===== src/rtl/counter_pkg.sv =====
// Shared definitions for the counter primitive.
// Default width and a matching count type for users that keep the default.
// Ports: none (package only).
package counter_pkg;

  localparam int COUNTER_DEFAULT_WIDTH = 8;

  typedef logic [COUNTER_DEFAULT_WIDTH-1:0] count_t;

endpackage : counter_pkg


===== src/rtl/counter.sv =====
// Purpose: WIDTH-bit free-running binary up-counter with count enable; wraps modulo 2**WIDTH.
// Latency: enable sampled at a rising clk edge shows on value right after that edge.
// Backpressure: none; enable gates counting, the counter never stalls or pushes back.
//
// Ports:
//   clk    - clock, all state updates on the rising edge
//   reset  - asynchronous active-high clear, forces value to 0 immediately
//   enable - count enable, sampled on the rising edge of clk
//   value  - current count, driven straight from the register
module counter
  import counter_pkg::*;
#(
  parameter int WIDTH = COUNTER_DEFAULT_WIDTH
) (
  input  logic             clk,
  input  logic             reset,
  input  logic             enable,
  output logic [WIDTH-1:0] value
);

  logic [WIDTH-1:0] value_q;
  logic [WIDTH-1:0] value_d;

  // Truncating add gives the wrap from all-ones back to zero for free.
  assign value_d = enable ? value_q + WIDTH'(1) : value_q;

  always_ff @(posedge clk or posedge reset) begin
    if (reset) begin
      value_q <= '0;
    end else begin
      value_q <= value_d;
    end
  end

  // Registered output only: no combinational path from enable to value.
  assign value = value_q;

endmodule : counter


===== config.mk =====
export PLATFORM = sky130hd
export DESIGN_NAME = counter
export DESIGN_NICKNAME = d
export VERILOG_FILES = /design/src/rtl/counter_pkg.sv /design/src/rtl/counter.sv
export SDC_FILE = /design/constraint.sdc
export NUM_CORES = 1
export LEC_CHECK = 0
export CAP_MARGIN = 40
export CORE_AREA = 2 2 39 41
export CTS_CLUSTER_SIZE = 10
export DETAILED_ROUTE_END_ITERATION = 6
export DIE_AREA = 0 0 41 43
export PLACE_DENSITY = 0.61
export SYNTH_ARGS = -nofsm -noshare
export SYNTH_HDL_FRONTEND = slang
export SYNTH_SLANG_ARGS = --single-unit

===== constraint.sdc =====
create_clock -name clk -period 1.4 [get_ports clk]
set_input_delay 0.28 -clock clk [delete_from_list [all_inputs] [get_ports clk]]
set_output_delay 0.28 -clock clk [all_outputs]
set_load 0.02 [all_outputs]

==> results.toml <==
[cells_and_area]
drive_above_1_share_pct = 27.7
multiInputGateArea_um2 = 141
final_util_pct = 38.3
largest_reg_flops = 8
n_fill_cell = 151
fin_nets = 53
areaGrowthSynthToFinish_pct = 53.6
layout_common_cells = "dlygate4sd2_1, dfrtp_1, buf_4, xnor2_1"
regArea_um2 = 200
fin_area_um2 = 531
antennaDiodeCount = 0

[timing]
whs_ns = 0.274
period_needed_ns = 1.28
finalMaxSlewViolations = 0
layout_worst_path_cycle_share_pct = 91.5
rsz0062_at_grt = "false"
tightestPinTransition_ns = 0.313
slew_headroom_pct = 79.1
finalSetupViolations = 0
hold_violations = 0
finClkSkew_ns = 0.000559
fmax_ghz = 0.781

[synthesis]
synth_cell_type_count = 12
yosys-top-cells-area = "dfrtp_1, xnor2_1, xor2_1"
synth_nets = 31
postSynthAreaPerCell_um2 = 12.8
synthDominantCellAreaShare_pct = 58.0
seq_area_frac_synth_pct = 58.0
netlist_area_um2 = 345
yosysTopAreaCell = "dfrtp_1"
yosys_warnings = 0
syn_inst = 27
synth_seq_cells = 8

[global_route]
use_met2_pct = 10.3
track_usage_pct = 9.63
grt_max_degree = 9
grtUsageMet3_pct = 6.81
grt_pass1_vias = 249
grt_overflow = 0
antenna_found_initial = 0
grt_busiest_layer = "met1"
grt_pass1_wl_mm = 1.03
met1_usage_pct = 12.3

[route]
drt.antenna.violating_nets = 0
routedWlPerCell_um = 10.0
wl_um = 633
dr.pass1.iters = 2
drt_iter0_drc = 2
vias = 278
avgViaCountPerCell = 4.41
drc = 0

[place]
gp_congestion = 0.703
dpl.hpwl_um = 475
portBuffers = 10
placed_area_um2 = 518

[floorplanning]
dieArea_um2 = 1760
die_w_um = 41
die_h_um = 43
core_area_um2 = 1380
ios = 11
rows = 14
start_util_pct = 25.0

[setup_path]
max_stage_delay_ns = 0.41
crit_fanout = 4
crit_arrival_ns = 1.00
critPathCaptureType = "output pin"
crit-reg2reg-launch = "value[0]$_DFFE_PP0P_"
start_kind = "register"
crit_slowest_cell = "dfrtp_1"
criticalPathCategory = "reg -> out"
path_delay_family = "flip-flops"
critPathLaunch = "value[4]$_DFFE_PP0P_"
crit_chain = "dlygate4sd2_1"
worst-path-buf-inv = 1
cp.required_ns = 1.12

[cts]
cts_tree = "built"
clockBufferDepth = 2
clock_sinks = 8
clk_latency_ns = 0.25
root_buffer = "clkbuf_4"
cts_buffers = 3
clk_pin_slew_ns = 0.05
h-tree-depth = 1
cts_setup_buffers = 0

[pwr]
irDropWorstVdd_v = 0.000868
p_leak_nw = 0.270
power_density_nw_per_um2 = 2170

[run]
cap_violations = 0

[worst_hold_path]
hp-class = "in -> async"

[outcome]
status = "finished clean"
==> per-layer routing <==
| metal | routed length (um) | vias to the layer above | share of wire [%] |
|---|---|---|---|
| met4 | 23 | 0 | 3.6 |
| met3 | 53 | 4 | 8.4 |
| li1 | - | 134 | - |
| met1 | 312 | 127 | 49 |
| met5 | 0 | - | 0 |
| met2 | 243 | 13 | 38 |
==> repair_timing <==
| action | CTS | global route |
|---|---|---|
| setup endpoints to repair | 8 | 0 |
| resized for setup | 8 | 0 |
| hold buffers | 0 | 0 |
==> cell usage after synthesis (all sizes together) <==
master  count
ha          1
and3        1
nand2       3
xnor2       4
dfrtp       8
nor3        1
mux2        1
xor2        3
nor2        1
nand4       3
inv         1
==> per-stage QoR <==
step                total power, W  setup WS, ns  setup TNS [ns]  std cells
floorplan                 0.000713         0.245               0         27
global placement           0.00105        0.0133               0         60
detailed placement         0.00106      -0.00966        -0.00966         60
CTS                        0.00117         0.108               0         63
global route               0.00124        0.0629               0         63
finish                     0.00115         0.119               0         63
==> kinds of logic (layout without fill, tap and decap cells) <==
logic type                 after synthesis  after routing  share of synthesized area (%)
xor gates and xnor gates                 7              7                           17.8
adders and majority gates                1              1                           3.62
and+or+nand+nor                          9              9                           16.3
muxes                                    1              1                           3.26
buffers and inverters                    1             21                           1.09
DFF                                      8              8                           58.0
==> power breakdown <==
group          total, W  switching (W)  leakage [nW]  internal [W]
sequential     0.000400      0.0000691        0.0999      0.000331
combinational  0.000571       0.000297         0.156      0.000275
clock          0.000177      0.0000790        0.0138     0.0000981
total           0.00115       0.000445         0.270      0.000704
==> final timing paths <==
check                                        to  slack [ns]  cells past startpoint
setup / recovery                       value[4]        0.12                      1
hold / removal             value[7]$_DFFE_PP0P_        0.27                      2
setup reg to reg           value[1]$_DFFE_PP0P_        0.23                      3
hold reg to reg            value[7]$_DFFE_PP0P_        0.46                      1
max in group asynchronous  value[2]$_DFFE_PP0P_        0.89                      2
min in group clk           value[7]$_DFFE_PP0P_        0.46                      1
==> final cells by class <==
cell class | instances | share of cell area (%)
Clock buffer | 3 | 4.25
Inverter | 1 | 0.708
Sequential cell | 8 | 37.7
Timing Repair Buffer | 17 | 26.9
Tap cell | 16 | 3.77
Multi-Input combinational cell | 18 | 26.7
Note: power is estimated with default switching activity, not from simulation.
